[src/rtl/btn_pkg.sv]
// rtl/btn_pkg.sv - shared state encoding and counter-width helper for the button debouncer
package btn_pkg;

  typedef enum logic [2:0] {
    RELEASED   = 3'd0,
    PRESS_PEND = 3'd1,
    PRESSED    = 3'd2,
    HELD       = 3'd3,
    REL_PEND   = 3'd4
  } btn_state_t;

  // Bits needed to hold 0..max_val, never less than one bit.
  function automatic int cnt_width(input int max_val);
    int w;
    w = $clog2(max_val + 1);
    return (w < 1) ? 1 : w;
  endfunction

endpackage

[src/rtl/debounce_channel.sv]
// rtl/debounce_channel.sv - one button: synchroniser, debounce FSM, hold/repeat counters
module debounce_channel
  import btn_pkg::*;
#(
  parameter int DEBOUNCE_CYCLES = 50000,
  parameter int HOLD_CYCLES     = 25000000,
  parameter int REPEAT_CYCLES   = 0,
  parameter int ACTIVE_LOW      = 0
) (
  input  logic clk,
  input  logic rst,
  input  logic raw,
  output logic level_o,
  output logic press_o,
  output logic release_o,
  output logic hold_o,
  output logic repeat_o,
  output logic evt_d_o
);

  localparam int CW = cnt_width(DEBOUNCE_CYCLES);
  localparam int HW = cnt_width(HOLD_CYCLES);
  localparam int RW = cnt_width(REPEAT_CYCLES);
  localparam int RM1_INT = (REPEAT_CYCLES > 0) ? REPEAT_CYCLES - 1 : 0;

  localparam logic          IDLE_PIN = (ACTIVE_LOW != 0);
  localparam logic [CW-1:0] DC_V     = CW'(DEBOUNCE_CYCLES);
  localparam logic [HW-1:0] HM1_V    = HW'(HOLD_CYCLES - 1);
  localparam logic [RW-1:0] RM1_V    = RW'(RM1_INT);

  logic          sync1_q, sync2_q;
  logic          s;
  btn_state_t    state_q, state_d;
  logic [CW-1:0] cnt_q, cnt_d;
  logic [HW-1:0] hcnt_q, hcnt_d;
  logic [RW-1:0] rcnt_q, rcnt_d;
  logic          held_q, held_d;
  logic          level_q, level_d;
  logic          press_q, press_d;
  logic          rel_q, rel_d;
  logic          hold_q, hold_d;
  logic          rep_q, rep_d;

  // Pressed-high view of the synchronised pin.
  assign s = sync2_q ^ IDLE_PIN;

  // Next-state logic: debounce both edges, then time hold and repeat while pressed.
  always_comb begin
    state_d = state_q;
    cnt_d   = cnt_q;
    hcnt_d  = hcnt_q;
    rcnt_d  = rcnt_q;
    held_d  = held_q;
    press_d = 1'b0;
    rel_d   = 1'b0;
    hold_d  = 1'b0;
    rep_d   = 1'b0;
    case (state_q)
      RELEASED: begin
        if (s) begin
          state_d = PRESS_PEND;
          cnt_d   = CW'(1);
        end
      end
      PRESS_PEND: begin
        if (!s) begin
          state_d = RELEASED;
          cnt_d   = '0;
        end else if (cnt_q == DC_V) begin
          state_d = PRESSED;
          press_d = 1'b1;
          hcnt_d  = '0;
          cnt_d   = '0;
        end else begin
          cnt_d = cnt_q + CW'(1);
        end
      end
      PRESSED: begin
        if (!s) begin
          state_d = REL_PEND;
          cnt_d   = CW'(1);
          held_d  = 1'b0;
        end else if (hcnt_q == HM1_V) begin
          state_d = HELD;
          hold_d  = 1'b1;
          rcnt_d  = '0;
        end else begin
          hcnt_d = hcnt_q + HW'(1);
        end
      end
      HELD: begin
        if (!s) begin
          state_d = REL_PEND;
          cnt_d   = CW'(1);
          held_d  = 1'b1;
        end else if (REPEAT_CYCLES > 0) begin
          if (rcnt_q == RM1_V) begin
            rep_d  = 1'b1;
            rcnt_d = '0;
          end else begin
            rcnt_d = rcnt_q + RW'(1);
          end
        end
      end
      REL_PEND: begin
        if (s) begin
          // Bounce during release: resume where we were, counters stay frozen.
          state_d = held_q ? HELD : PRESSED;
          cnt_d   = '0;
        end else if (cnt_q == DC_V) begin
          state_d = RELEASED;
          rel_d   = 1'b1;
          cnt_d   = '0;
        end else begin
          cnt_d = cnt_q + CW'(1);
        end
      end
      default: begin
        state_d = RELEASED;
        cnt_d   = '0;
      end
    endcase
    level_d = (state_d == PRESSED) || (state_d == HELD) || (state_d == REL_PEND);
  end

  // State, counters and registered outputs; reset returns to idle with the pin at its inactive level.
  always_ff @(posedge clk or negedge rst) begin
    if (!rst) begin
      sync1_q <= IDLE_PIN;
      sync2_q <= IDLE_PIN;
      state_q <= RELEASED;
      cnt_q   <= '0;
      hcnt_q  <= '0;
      rcnt_q  <= '0;
      held_q  <= 1'b0;
      level_q <= 1'b0;
      press_q <= 1'b0;
      rel_q   <= 1'b0;
      hold_q  <= 1'b0;
      rep_q   <= 1'b0;
    end else begin
      sync1_q <= raw;
      sync2_q <= sync1_q;
      state_q <= state_d;
      cnt_q   <= cnt_d;
      hcnt_q  <= hcnt_d;
      rcnt_q  <= rcnt_d;
      held_q  <= held_d;
      level_q <= level_d;
      press_q <= press_d;
      rel_q   <= rel_d;
      hold_q  <= hold_d;
      rep_q   <= rep_d;
    end
  end

  assign level_o   = level_q;
  assign press_o   = press_q;
  assign release_o = rel_q;
  assign hold_o    = hold_q;
  assign repeat_o  = rep_q;
  assign evt_d_o   = press_d | rel_d | hold_d | rep_d;

endmodule

[src/rtl/multi_button_debounce.sv]
// rtl/multi_button_debounce.sv - N_CH independent debounced buttons with a shared event flag
module multi_button_debounce
  import btn_pkg::*;
#(
  parameter int N_CH            = 4,
  parameter int DEBOUNCE_CYCLES = 50000,
  parameter int HOLD_CYCLES     = 25000000,
  parameter int REPEAT_CYCLES   = 0,
  parameter int ACTIVE_LOW      = 0
) (
  input  logic            clk,
  input  logic            rst,
  input  logic [N_CH-1:0] btn_raw,
  output logic [N_CH-1:0] btn_level,
  output logic [N_CH-1:0] btn_press,
  output logic [N_CH-1:0] btn_release,
  output logic [N_CH-1:0] btn_hold,
  output logic [N_CH-1:0] btn_repeat,
  output logic            any_event
);

  logic [N_CH-1:0] evt_d;
  logic            any_event_q;

  for (genvar ch = 0; ch < N_CH; ch++) begin : g_ch
    debounce_channel #(
      .DEBOUNCE_CYCLES(DEBOUNCE_CYCLES),
      .HOLD_CYCLES    (HOLD_CYCLES),
      .REPEAT_CYCLES  (REPEAT_CYCLES),
      .ACTIVE_LOW     (ACTIVE_LOW)
    ) u_chan (
      .clk      (clk),
      .rst      (rst),
      .raw      (btn_raw[ch]),
      .level_o  (btn_level[ch]),
      .press_o  (btn_press[ch]),
      .release_o(btn_release[ch]),
      .hold_o   (btn_hold[ch]),
      .repeat_o (btn_repeat[ch]),
      .evt_d_o  (evt_d[ch])
    );
  end

  // Register the OR of next-cycle pulses so any_event lines up with the pulse flops.
  always_ff @(posedge clk or negedge rst) begin
    if (!rst) begin
      any_event_q <= 1'b0;
    end else begin
      any_event_q <= |evt_d;
    end
  end

  assign any_event = any_event_q;

endmodule
[config.mk]
export PLATFORM = sky130hd
export DESIGN_NAME = multi_button_debounce
export DESIGN_NICKNAME = d
export VERILOG_FILES = /design/src/rtl/btn_pkg.sv /design/src/rtl/debounce_channel.sv /design/src/rtl/multi_button_debounce.sv
export SDC_FILE = /design/constraint.sdc
export NUM_CORES = 1
export LEC_CHECK = 0
export ABC_AREA = 0
export BUFFER_PORTS_ARGS = -buffer_cell sky130_fd_sc_hd__buf_2
export CAP_MARGIN = 20
export CORE_MARGIN = 1.5
export CORE_UTILIZATION = 45
export CTS_CLUSTER_DIAMETER = 60
export DETAILED_ROUTE_END_ITERATION = 16
export GPL_ROUTABILITY_DRIVEN = 0
export SLEW_MARGIN = 20
export SYNTH_ARGS = -nofsm -noshare
export SYNTH_HDL_FRONTEND = slang
export SYNTH_SLANG_ARGS = --single-unit
[constraint.sdc]
create_clock -name clk -period 5.9 [get_ports clk]
set_input_delay 0.885 -clock clk [delete_from_list [all_inputs] [get_ports clk]]
set_output_delay 0.885 -clock clk [all_outputs]
set_load 0.005 [all_outputs]
Word level (Yosys, flattened, before mapping)
Cells that the tools add are included.
{"block": "totals", "register_bits": 205, "inputBits": 6, "word_cells": 290, "output_inout_bits": 21}
{"block": "classes", "addsub": 8, "muxes": 128, "reduce_logical": 37, "n_eq_ne": 68, "bitwise": 8}
{"cell": "$mux 25", "count": 16}
{"cell": "$mux 16", "count": 20}
{"cell": "$pmux 16 s4", "count": 4}
{"cell": "$pmux 25 s2", "count": 4}
{"cell": "$add 25x1->25 const B", "count": 4}
{"cell": "$eq 25x25->1 const B", "count": 4}
{"cell": "$mux 3", "count": 32}
{"cell": "$add 16x1->16 const B", "count": 4}
{"cell": "$eq 16x16->1 const B", "count": 4}
{"cell": "$pmux 3 s5", "count": 4}
{"cell": "$eq 3x2->1 const B", "count": 16}
{"cell": "$mux 1", "count": 44}
{"cell": "$ne 2x1->1 const B", "count": 16}
{"cell": "$ne 2x2->1 const B", "count": 16}
{"cell": "$eq 3x3->1 const B", "count": 8}
{"cell": "$reduce_and 5->1", "count": 4}
{"cell": "$reduce_bool 2->1", "count": 8}
{"cell": "$eq 3x1->1 const B", "count": 4}
{"cell": "$logic_not 3->1", "count": 4}
{"cell": "$reduce_and 3->1", "count": 4}
{"cell": "$logic_or 1x1->1", "count": 8}
{"cell": "$or 1x1->1", "count": 8}
{"cell": "$pmux 1 s2", "count": 4}
{"cell": "$reduce_and 2->1", "count": 4}
{"cell": "other kinds (2)", "count": 5}

Longest topological paths before layout
Gate-level depths: netlist of run 1.
{"block": "logic_depth", "depth_word": 7, "ltp_mapped": 10, "ltp_nobuf": 8}

By module
A second synthesis of run 1 with hierarchy kept.
{"block": "hier_totals", "hier_cells": 1195, "hier_area_um2": 11188.2}
{"mod": "debounce_channel (g_ch[1].u_chan ...)", "cells_per_inst": 300, "instances": 2, "seq_area_each_um2": 1276.2, "area_each_um2": 2751.4}
{"mod": "debounce_channel (g_ch[3].u_chan)", "cells_per_inst": 303, "instances": 1, "seq_area_each_um2": 1276.2, "area_each_um2": 2879.0}
{"mod": "debounce_channel (g_ch[0].u_chan)", "cells_per_inst": 290, "instances": 1, "seq_area_each_um2": 1276.2, "area_each_um2": 2773.9}
{"mod": "multi_button_debounce", "cells_per_inst": 2, "instances": 1, "seq_area_each_um2": 25.0, "area_each_um2": 32.5}

Worst setup path before layout of run 1
Ideal clock, no wire load.
{"block": "synth_timing", "path_type": "reg2reg", "start": "register g_ch[3].u_chan.cnt_q[0]", "end": "register g_ch[3].u_chan.cnt_q[7]", "path_slack_ps": 3724, "period_less_slack_ps": 2176, "t_arrival_ps": 2052, "stages_incl_launch_ff": 8, "setup_time_ps": 124, "cell_sequence": "dfrtp_1 > inv_1 > ha_1 > or4b_1 > nor4_4 > or2_0 > nor4_1 > a211o_1"}
{"block": "synth_via", "elab_chain_len": 4}
{"item": "start, declared", "line_no": "debounce_channel.sv:34", "source": "logic [CW-1:0] cnt_q, cnt_d;"}
{"item": "start signal, assigned", "line_no": "debounce_channel.sv:145", "source": "cnt_q <= cnt_d;"}
{"item": "$add 16x1->16 / $eq 16x16->1 (equally long branches)"}
{"item": "$mux 16 *", "line_no": "debounce_channel.sv:69, debounce_channel.sv:110"}
{"item": "$mux 16, on equally long branches", "line_no": "debounce_channel.sv:106, debounce_channel.sv:66"}
{"item": "$pmux 16 s4 *", "line_no": "debounce_channel.sv:58", "source": "case (state_q)"}
Mark *: on every way between the ends. The rest lies on a longest branch, timed or not.
A chain may end at the register's enable or synchronous reset.

Final worst setup path of run 1
{"block": "layout_timing", "start": "register g_ch[1].u_chan.cnt_q[0]", "end": "register g_ch[1].u_chan.cnt_q[3]"}
{"block": "layout_via", "elab_chain_len": 4}
{"item": "start, declared", "line_no": "debounce_channel.sv:34"}
{"item": "start signal, assigned", "line_no": "debounce_channel.sv:145"}
{"item": "$add 16x1->16 / $eq 16x16->1 (equally long branches)"}
{"item": "$mux 16 *", "line_no": "debounce_channel.sv:69, debounce_channel.sv:110"}
{"item": "$mux 16, on equally long branches", "line_no": "debounce_channel.sv:106, debounce_channel.sv:66"}
{"item": "$pmux 16 s4 *", "line_no": "debounce_channel.sv:58"}
Marked as above.

==> results of run 1 <==
[cell type report]
cell class                 instances  area, sq um
clock buffer                      36          727
clock inverter                     7         92.6
fill                            2255        12100
inverter                          42          158
multi-input combinational        881         5380
sequential                       205         5130
tap                              324          405
timing repair buffer              28          165
[where the power goes]
group          internal (uW)  switching [uW]  total (uW)
Sequential              1420            23.5        1440
Clock                    938             568        1510
Combinational           30.4            67.7        98.1
[critical path: stages, from the launching register on]
cell,delay (ps)
sky130_fd_sc_hd__dfrtp_1,440
sky130_fd_sc_hd__inv_1,100
sky130_fd_sc_hd__ha_1,140
sky130_fd_sc_hd__or4bb_1,440
sky130_fd_sc_hd__nor4_4,740
sky130_fd_sc_hd__nor2_1,440
sky130_fd_sc_hd__a21o_1,260
sky130_fd_sc_hd__a22o_1,210
[stage by stage]
stage          cell area (sq um)  instances  total power (uW)  setup slack (ps)  hold slack (ps)
3_3_place_gp               11200       1480              1570              3050              332
4_1_cts                    12100       1523              3100              3000              350
5_1_grt                    12100       1523              3170              2790              356
6_report                   12100       1523              3050              3010              348
3_5_place_dp               11200       1480              1570              3020              338
2_1_floorplan              11000       1193              1520              3720              331
[cell families (layout without fill, tap and decap cells)]
| family | Yosys count | count (layout) |
|---|---|---|
| DFF | 205 | 205 |
| other | 1 | 4 |
| buffers and inverters | 107 | 113 |
| muxes | 14 | 14 |
| and+or+nand+nor | 567 | 567 |
| AOI/OAI and AO/OA | 213 | 213 |
| adders and majority gates | 12 | 12 |
| xor gates and xnor gates | 71 | 71 |
[per-layer routing]
layer,vias to the layer above,share of wire
met1,4159,0.50
met5,-,0.00057
li1,4295,-
met3,26,0.030
met4,2,0.016
met2,100,0.46
[registers in the layout (all words and copies together), names as in the netlist]
signal / count
g_ch.u_chan.sync1_q: 4
g_ch.u_chan.state_q: 12
g_ch.u_chan.hcnt_q: 100
g_ch.u_chan.hold_o: 4
g_ch.u_chan.cnt_q: 64
g_ch.u_chan.level_o: 4
g_ch.u_chan.release_o: 4
g_ch.u_chan.s: 4
g_ch.u_chan.press_o: 4
g_ch.u_chan.held_q: 4
any_event: 1
[cells in the final DEF, fill, tap and decap left out, drive strengths merged, types with 14 or more instances in the layout]
| master | count |
|---|---|
| xor2 | 25 |
| nor3 | 51 |
| inv | 44 |
| or3 | 39 |
| and4 | 16 |
| o211ai | 17 |
| a21oi | 55 |
| nand3 | 69 |
| buf | 28 |
| xnor2 | 46 |
| clkbuf | 36 |
| nor4 | 28 |
| and3 | 20 |
| o21ai | 74 |
| or4 | 17 |
| nand2 | 99 |
| o31ai | 14 |
| nor2 | 108 |
| dfrtp | 205 |
| nand4 | 48 |
[worst paths after layout]
path / startpoint / to / slack, ps / cells after the start
max in group asynchronous: rst / g_ch[2].u_chan.cnt_q[12] / 4180 / 2
min reg2reg: g_ch[1].u_chan.sync1_q / g_ch[1].u_chan.s / 350 / 0
min: g_ch[1].u_chan.sync1_q / g_ch[1].u_chan.s / 350 / 0
min in group asynchronous: rst / g_ch[1].u_chan.hcnt_q[11] / 410 / 1
max reg2reg: g_ch[1].u_chan.cnt_q[0] / g_ch[1].u_chan.cnt_q[3] / 3010 / 7
max: g_ch[1].u_chan.cnt_q[0] / g_ch[1].u_chan.cnt_q[3] / 3010 / 7
==> flow_summary.html, run 1 <==
<table>
<tr><th>Metric</th><th>Value</th></tr>
<tr><th colspan="2">Floorplanning</th></tr>
<tr><td>Horizontal die dimension</td><td>around 160 um</td></tr>
<tr><td>Starting density of the core</td><td>0.456</td></tr>
<tr><td>Standard cell core area</td><td>24,200 sq um</td></tr>
<tr><td>Overall die area</td><td>roughly 25,000 sq um</td></tr>
<tr><td>Number of ports placed on the die boundary</td><td>27</td></tr>
<tr><td>Die H</td><td>159 um</td></tr>
<tr><td>Std cell rows</td><td>between 50 and 60</td></tr>
<tr><th colspan="2">Route</th></tr>
<tr><td>1st-pass router iterations</td><td>5</td></tr>
<tr><td>Post-route antenna net violation count</td><td>0</td></tr>
<tr><td>Detailed-route via count</td><td>between 8k and 9k</td></tr>
<tr><td>Initial DRC count</td><td>461</td></tr>
<tr><td>DR WL/cell</td><td>between 10 and 15 um</td></tr>
<tr><td>Avg Vias per Cell</td><td>roughly 5.6</td></tr>
<tr><td>Total routed wirelength</td><td>22,700 um</td></tr>
<tr><td>Post-detailed-route DRC marker count</td><td>0</td></tr>
<tr><th colspan="2">Global routing</th></tr>
<tr><td>GRT Max-Usage Layer</td><td>met2</td></tr>
<tr><td>Number of global-route vias before repair</td><td>8,010</td></tr>
<tr><td>Wire length of the first global-routing pass</td><td>about 39,000 um</td></tr>
<tr><td>Met2 capacity usage during global routing</td><td>0.291</td></tr>
<tr><td>Largest net degree at the start of global routing</td><td>113</td></tr>
<tr><td>Number of antenna violations at the first check in global routing</td><td>1</td></tr>
<tr><td>Met3 track demand over resource</td><td>0.0271</td></tr>
<tr><td>GRT Total Usage</td><td>0.181</td></tr>
<tr><td>Met1 demand-to-capacity share in global routing</td><td>0.259</td></tr>
<tr><td>GRT overflow</td><td>0</td></tr>
<tr><th colspan="2">Synthesis</th></tr>
<tr><td>Register area share after synthesis</td><td>0.466</td></tr>
<tr><td>Top FF cell, synth</td><td>sky130_fd_sc_hd__dfrtp_1</td></tr>
<tr><td>Distinct cell type count of the synthesized netlist</td><td>74</td></tr>
<tr><td>Multiplexer share of the synthesized area</td><td>0.0131</td></tr>
<tr><td>Most frequent cells after synthesis</td><td>205 x sky130_fd_sc_hd__dfrtp_1, 105 x sky130_fd_sc_hd__nor2_1, 98 x sky130_fd_sc_hd__nand2_1</td></tr>
<tr><td>Biggest area contributors in the synthesized netlist</td><td>sky130_fd_sc_hd__dfrtp_1 47%, sky130_fd_sc_hd__xnor2_1 3.7%, sky130_fd_sc_hd__nor2_1 3.6%</td></tr>
<tr><td>Post-synth EDFFs</td><td>0</td></tr>
<tr><td>Basic-gate share of the synthesized area counting and, or, nand and nor cells</td><td>0.286</td></tr>
<tr><td>Number of warning messages in the yosys log</td><td>0</td></tr>
<tr><td>Library cell with the highest instance count after synthesis</td><td>sky130_fd_sc_hd__dfrtp_1</td></tr>
<tr><td>Cell Area, Synth</td><td>11,000 sq um</td></tr>
<tr><td>Post-synthesis share of cell area spent on xor and xnor gates</td><td>0.0564</td></tr>
<tr><td>Compound-gate portion of the synthesized area</td><td>0.117</td></tr>
<tr><td>Flip-flop and latch count after synthesis</td><td>around 210</td></tr>
<tr><td>Combinational family with the most area after synthesis</td><td>simple AND/OR/NAND/NOR gates</td></tr>
<tr><td>Post-synth ARST share</td><td>1.00</td></tr>
<tr><td>Post-synthesis share of cell area spent on full adders, half adders and majority gates</td><td>0.0136</td></tr>
<tr><td>Largest area contributor in the synthesized netlist</td><td>sky130_fd_sc_hd__dfrtp_1</td></tr>
<tr><td>Gate count after technology mapping</td><td>between 1k and 1.5k</td></tr>
<tr><td>Share of Yosys cell area claimed by the top area cell type</td><td>0.466</td></tr>
<tr><td>Mean area per synthesized cell</td><td>~9 sq um</td></tr>
<tr><th colspan="2">Clocking</th></tr>
<tr><td>Worst-case clock buffer depth</td><td>3</td></tr>
<tr><td>Clock-pin slew of the registers on the worst-case setup and hold paths</td><td>~60 ps</td></tr>
<tr><td>Hold Buf Count CTS</td><td>0</td></tr>
<tr><td>Number of buffers inserted to repair setup after CTS</td><td>0</td></tr>
<tr><td>TritonCTS buffer count</td><td>25</td></tr>
<tr><td>Number of sinks driven by the clock tree</td><td>between 200 and 250</td></tr>
<tr><td>Post-cts repair resize count</td><td>0</td></tr>
<tr><td>Clock root buffer master</td><td>sky130_fd_sc_hd__clkbuf_16</td></tr>
<tr><td>Clock latency at the later pin of the worst-skew pair</td><td>just over 500 ps</td></tr>
<tr><td>Clock tree from TritonCTS</td><td>done</td></tr>
<tr><td>Deepest level of the CTS H-tree</td><td>1</td></tr>
<tr><th colspan="2">STA</th></tr>
<tr><td>Final number of setup-violating endpoints</td><td>0</td></tr>
<tr><td>Number of endpoints with negative hold slack in the final report</td><td>0</td></tr>
<tr><td>Worst setup skew after layout</td><td>around 11 ps</td></tr>
<tr><td>Setup repair after global routing missed its margin</td><td>false</td></tr>
<tr><td>Post-route minimum period</td><td>between 2000 and 3000 ps</td></tr>
<tr><td>Pin slew with the least headroom to its limit</td><td>1100 ps</td></tr>
<tr><td>Relative slew slack</td><td>0.257</td></tr>
<tr><td>Period utilisation layout</td><td>0.490</td></tr>
<tr><td>Highest attainable clock frequency</td><td>about 350 MHz</td></tr>
<tr><td>Max Transition Viols Final</td><td>0</td></tr>
<tr><td>Setup TNS Final</td><td>0 ps</td></tr>
<tr><th colspan="2">Worst hold path</th></tr>
<tr><td>Class of the worst hold path</td><td>reg -&gt; reg</td></tr>
<tr><th colspan="2">Cells and area</th></tr>
<tr><td>Fraction of final layout cells sized beyond drive strength 1</td><td>0.0792</td></tr>
<tr><td>Signed area change from the synthesized netlist to the final layout</td><td>9.46%</td></tr>
<tr><td>Post-layout nets</td><td>1,201</td></tr>
<tr><td>Antenna diodes</td><td>0</td></tr>
<tr><td>Fraction of the core area covered by cells at the end of the flow</td><td>0.499</td></tr>
<tr><th colspan="2">Critical path</th></tr>
<tr><td>Element type at the critical path end</td><td>register</td></tr>
<tr><td>Req. time, crit path</td><td>between 6000 and 7000 ps</td></tr>
<tr><td>Data arrival time at the worst-slack endpoint</td><td>about 3300 ps</td></tr>
<tr><td>Kind of start point of the critical path</td><td>register</td></tr>
<tr><td>Setup Crit Path Kind</td><td>reg -&gt; reg</td></tr>
<tr><td>Critical path fanouts, max</td><td>16</td></tr>
<tr><th colspan="2">Flow run</th></tr>
<tr><td>Max-cap viol count</td><td>0</td></tr>
<tr><th colspan="2">Placement</th></tr>
<tr><td>IO buf count</td><td>22</td></tr>
<tr><td>Placed wire-length estimate after detailed placement</td><td>about 15,000 um</td></tr>
<tr><th colspan="2">Status</th></tr>
<tr><td>Result of the run</td><td>completed</td></tr>
<tr><th colspan="2">Pwr</th></tr>
<tr><td>Cell Pwr Density</td><td>between 200 and 300 nW/um^2</td></tr>
<tr><td>Max VDD drop</td><td>between 0.0004 and 0.0005 V</td></tr>
<tr><td>Leak Pwr</td><td>around 0.005 uW</td></tr>
</table>
Power figures use the tool's default switching activity.
==> run 2, diff against run 1 <==
Clock period 5.9 ns to 3 ns, I/O delays scaled along.
==> flow_summary.html, run 2 (synthesized netlist as in run 1, its figures left out) <==
<table>
<tr><th>Metric</th><th>Value</th></tr>
<tr><th colspan="2">Status</th></tr>
<tr><td>Result of the run</td><td>completed</td></tr>
<tr><th colspan="2">Global routing</th></tr>
<tr><td>GRT overflow</td><td>0 (unchanged)</td></tr>
<tr><td>Wire length of the first global-routing pass</td><td>40,600 um (+3.4%)</td></tr>
<tr><td>GRT Max-Usage Layer</td><td>met2</td></tr>
<tr><td>Number of global-route vias before repair</td><td>8,225 (+2.7%)</td></tr>
<tr><td>Number of antenna violations at the first check in global routing</td><td>0 (-1)</td></tr>
<tr><td>Met3 track demand over resource</td><td>0.0260 (-0.00104)</td></tr>
<tr><td>GRT Total Usage</td><td>0.187 (+0.00588)</td></tr>
<tr><td>Met2 capacity usage during global routing</td><td>0.296 (+0.00536)</td></tr>
<tr><td>Largest net degree at the start of global routing</td><td>77 (-32%)</td></tr>
<tr><td>Met1 demand-to-capacity share in global routing</td><td>0.270 (+0.0107)</td></tr>
<tr><th colspan="2">Floorplanning</th></tr>
<tr><td>Overall die area</td><td>25,400 sq um (unchanged)</td></tr>
<tr><td>Number of ports placed on the die boundary</td><td>27 (unchanged)</td></tr>
<tr><td>Std cell rows</td><td>57 (unchanged)</td></tr>
<tr><td>Standard cell core area</td><td>24,200 sq um (unchanged)</td></tr>
<tr><td>Horizontal die dimension</td><td>159 um (unchanged)</td></tr>
<tr><td>Starting density of the core</td><td>0.456 (unchanged)</td></tr>
<tr><td>Die H</td><td>159 um (unchanged)</td></tr>
<tr><th colspan="2">STA</th></tr>
<tr><td>Final number of setup-violating endpoints</td><td>0 (unchanged)</td></tr>
<tr><td>Setup repair after global routing missed its margin</td><td>false</td></tr>
<tr><td>Period utilisation layout</td><td>0.866 (+0.376)</td></tr>
<tr><td>Post-route minimum period</td><td>2600 ps (-294 ps)</td></tr>
<tr><td>Highest attainable clock frequency</td><td>385 MHz (+11%)</td></tr>
<tr><td>Worst hold slack</td><td>31.8 ps (-316 ps)</td></tr>
<tr><td>Max Transition Viols Final</td><td>0 (unchanged)</td></tr>
<tr><td>Setup TNS Final</td><td>0 ps (unchanged)</td></tr>
<tr><td>Relative slew slack</td><td>0.419 (+0.162)</td></tr>
<tr><td>Worst setup skew after layout</td><td>9.52 ps (-1.95 ps)</td></tr>
<tr><td>Number of endpoints with negative hold slack in the final report</td><td>0 (unchanged)</td></tr>
<tr><td>Pin slew with the least headroom to its limit</td><td>868 ps (-237 ps)</td></tr>
<tr><th colspan="2">Pwr</th></tr>
<tr><td>Register share of total power</td><td>0.443 (-0.030)</td></tr>
<tr><td>Max VDD drop</td><td>0.000440 V (-5.8%)</td></tr>
<tr><td>Switching power share of the total</td><td>0.221 (+0.00418)</td></tr>
<tr><td>Leak Pwr</td><td>0.00519 uW (+2.6%)</td></tr>
<tr><td>Cell Pwr Density</td><td>521 nW/um^2 (+110%)</td></tr>
<tr><td>Switching power total</td><td>1410 uW (+110%)</td></tr>
<tr><td>Clock network fraction of design power</td><td>0.525 (+0.031)</td></tr>
<tr><td>Int Power</td><td>4990 uW (+110%)</td></tr>
<tr><td>Sum of internal, switching and leakage power</td><td>6400 uW (+110%)</td></tr>
<tr><td>Relative contribution of combinational cells to total power</td><td>0.032 (about the same)</td></tr>
<tr><th colspan="2">Critical path</th></tr>
<tr><td>Cell depth of the worst flop-to-flop path</td><td>8 (+1)</td></tr>
<tr><td>Kind of start point of the critical path</td><td>register</td></tr>
<tr><td>Element type at the critical path end</td><td>register</td></tr>
<tr><td>R2R Setup Slk</td><td>400 ps (-2610 ps)</td></tr>
<tr><td>Data arrival time at the worst-slack endpoint</td><td>3010 ps (-280 ps)</td></tr>
<tr><td>Req. time, crit path</td><td>3410 ps (-2890 ps)</td></tr>
<tr><td>Setup Crit Path Kind</td><td>reg -&gt; reg</td></tr>
<tr><td>Critical path fanouts, max</td><td>21 (+5)</td></tr>
<tr><th colspan="2">Cells and area</th></tr>
<tr><td>Largest registers</td><td>g_ch.u_chan.hcnt_q (100), g_ch.u_chan.cnt_q (64), g_ch.u_chan.state_q (12)</td></tr>
<tr><td>Register with the highest flop count</td><td>g_ch.u_chan.hcnt_q</td></tr>
<tr><td>Signed area change from the synthesized netlist to the final layout</td><td>11.6%</td></tr>
<tr><td>Post-layout nets</td><td>1,215 (+1.2%)</td></tr>
<tr><td>Commonest non-fill, non-tap cell in the layout</td><td>sky130_fd_sc_hd__dfrtp_1</td></tr>
<tr><td>Fraction of final layout cells sized beyond drive strength 1</td><td>0.0937 (+0.0144)</td></tr>
<tr><td>Fraction of the core area covered by cells at the end of the flow</td><td>0.509 (+0.00963)</td></tr>
<tr><td>Antenna diodes</td><td>0 (unchanged)</td></tr>
<tr><td>Top library cells by usage in the layout, fill and taps aside</td><td>205 x sky130_fd_sc_hd__dfrtp_1, 105 x sky130_fd_sc_hd__nor2_1, 98 x sky130_fd_sc_hd__nand2_1, 71 x sky130_fd_sc_hd__o21ai_0, 68 x sky130_fd_sc_hd__nand3_1</td></tr>
<tr><td>Largest register FFs</td><td>100 (unchanged)</td></tr>
<tr><th colspan="2">Route</th></tr>
<tr><td>Post-detailed-route DRC marker count</td><td>0 (unchanged)</td></tr>
<tr><td>Initial DRC count</td><td>606 (+31%)</td></tr>
<tr><td>1st-pass router iterations</td><td>5 (unchanged)</td></tr>
<tr><td>Avg Vias per Cell</td><td>5.62 (-0.28%)</td></tr>
<tr><td>Post-route antenna net violation count</td><td>0 (unchanged)</td></tr>
<tr><td>Detailed-route via count</td><td>8,659 (+0.90%)</td></tr>
<tr><td>DR WL/cell</td><td>15.1 um (+1.3%)</td></tr>
<tr><td>Total routed wirelength</td><td>23,200 um (+2.5%)</td></tr>
<tr><th colspan="2">Clocking</th></tr>
<tr><td>Clock latency at the later pin of the worst-skew pair</td><td>520 ps (about the same)</td></tr>
<tr><td>Worst-case clock buffer depth</td><td>3 (unchanged)</td></tr>
<tr><td>Clock tree from TritonCTS</td><td>done</td></tr>
<tr><td>Clock root buffer master</td><td>sky130_fd_sc_hd__clkbuf_16</td></tr>
<tr><td>Number of sinks driven by the clock tree</td><td>205 (unchanged)</td></tr>
<tr><td>Deepest level of the CTS H-tree</td><td>1 (unchanged)</td></tr>
<tr><td>TritonCTS buffer count</td><td>26 (+4.0%)</td></tr>
<tr><td>Clock-pin slew of the registers on the worst-case setup and hold paths</td><td>60 ps (about the same)</td></tr>
<tr><th colspan="2">Flow run</th></tr>
<tr><td>Max-cap viol count</td><td>0 (unchanged)</td></tr>
<tr><th colspan="2">Placement</th></tr>
<tr><td>Placed wire-length estimate after detailed placement</td><td>15,400 um (+2.2%)</td></tr>
<tr><td>IO buf count</td><td>22 (unchanged)</td></tr>
<tr><th colspan="2">Worst hold path</th></tr>
<tr><td>Class of the worst hold path</td><td>in -&gt; reg</td></tr>
<tr><td>Hold Crit Depth</td><td>1 (+1)</td></tr>
</table>
## run 2: repair_timing
action / in CTS / in global routing
gates resized for setup: 0 / 0
setup buffers: 0 / 0
endpoints found under the hold margin: 71 / 0
hold buffers: 1 / 0
## run 2: per-stage QoR
step / setup WS, ps / cell area, sq um / cells
after floorplan: 824 / 11000 / 1193
after CTS: 399 / 12300 / 1541
final: 403 / 12300 / 1541
after global placement: 499 / 11300 / 1492
after detailed placement: 409 / 11300 / 1492
after global routing: 168 / 12300 / 1541
## run 2: critical path: stages (launching register included)
cell and delay, ps:
sky130_fd_sc_hd__dfrtp_1 430, sky130_fd_sc_hd__inv_1 120, sky130_fd_sc_hd__ha_1 160, sky130_fd_sc_hd__or4b_1 490
sky130_fd_sc_hd__nor4_4 450, sky130_fd_sc_hd__nand2_2 250, sky130_fd_sc_hd__inv_2 350, sky130_fd_sc_hd__or4_1 180
sky130_fd_sc_hd__nand2_1 50
## run 2: worst paths after layout
| kind | start | to |
|---|---|---|
| max | g_ch[3].u_chan.cnt_q[0] | g_ch[3].u_chan.hcnt_q[13] |
| min | btn_raw[1] | g_ch[1].u_chan.sync1_q |
| max reg2reg | g_ch[3].u_chan.cnt_q[0] | g_ch[3].u_chan.hcnt_q[13] |
| min reg2reg | g_ch[3].u_chan.sync1_q | g_ch[3].u_chan.s |
| max in group asynchronous | rst | g_ch[0].u_chan.hcnt_q[2] |
| min in group asynchronous | rst | g_ch[1].u_chan.hcnt_q[4] |
## run 2: layout make-up
class	instances	area, sq um
Multi-Input combinational cell	881	5380
Inverter	42	158
Tap cell	324	405
Clock buffer	31	711
Timing Repair Buffer	41	278
Clock inverter	17	234
Fill cell	2219	11900
Sequential cell	205	5130
## run 2: power groups by stage
stage	combinational, uW	sequential [uW]	clock (uW)
floorplan	127	2860	0
global placement	208	2880	0
detailed placement	212	2890	0
CTS	214	2840	3460
global route	240	2840	3570
finish	206	2840	3360
## run 2: per-layer routing
layer / vias up / part of all wire
met3: 31 / 0.027
met2: 97 / 0.45
li1: 4328 / -
met4: 0 / 0.019
met5: - / 0
met1: 4203 / 0.51
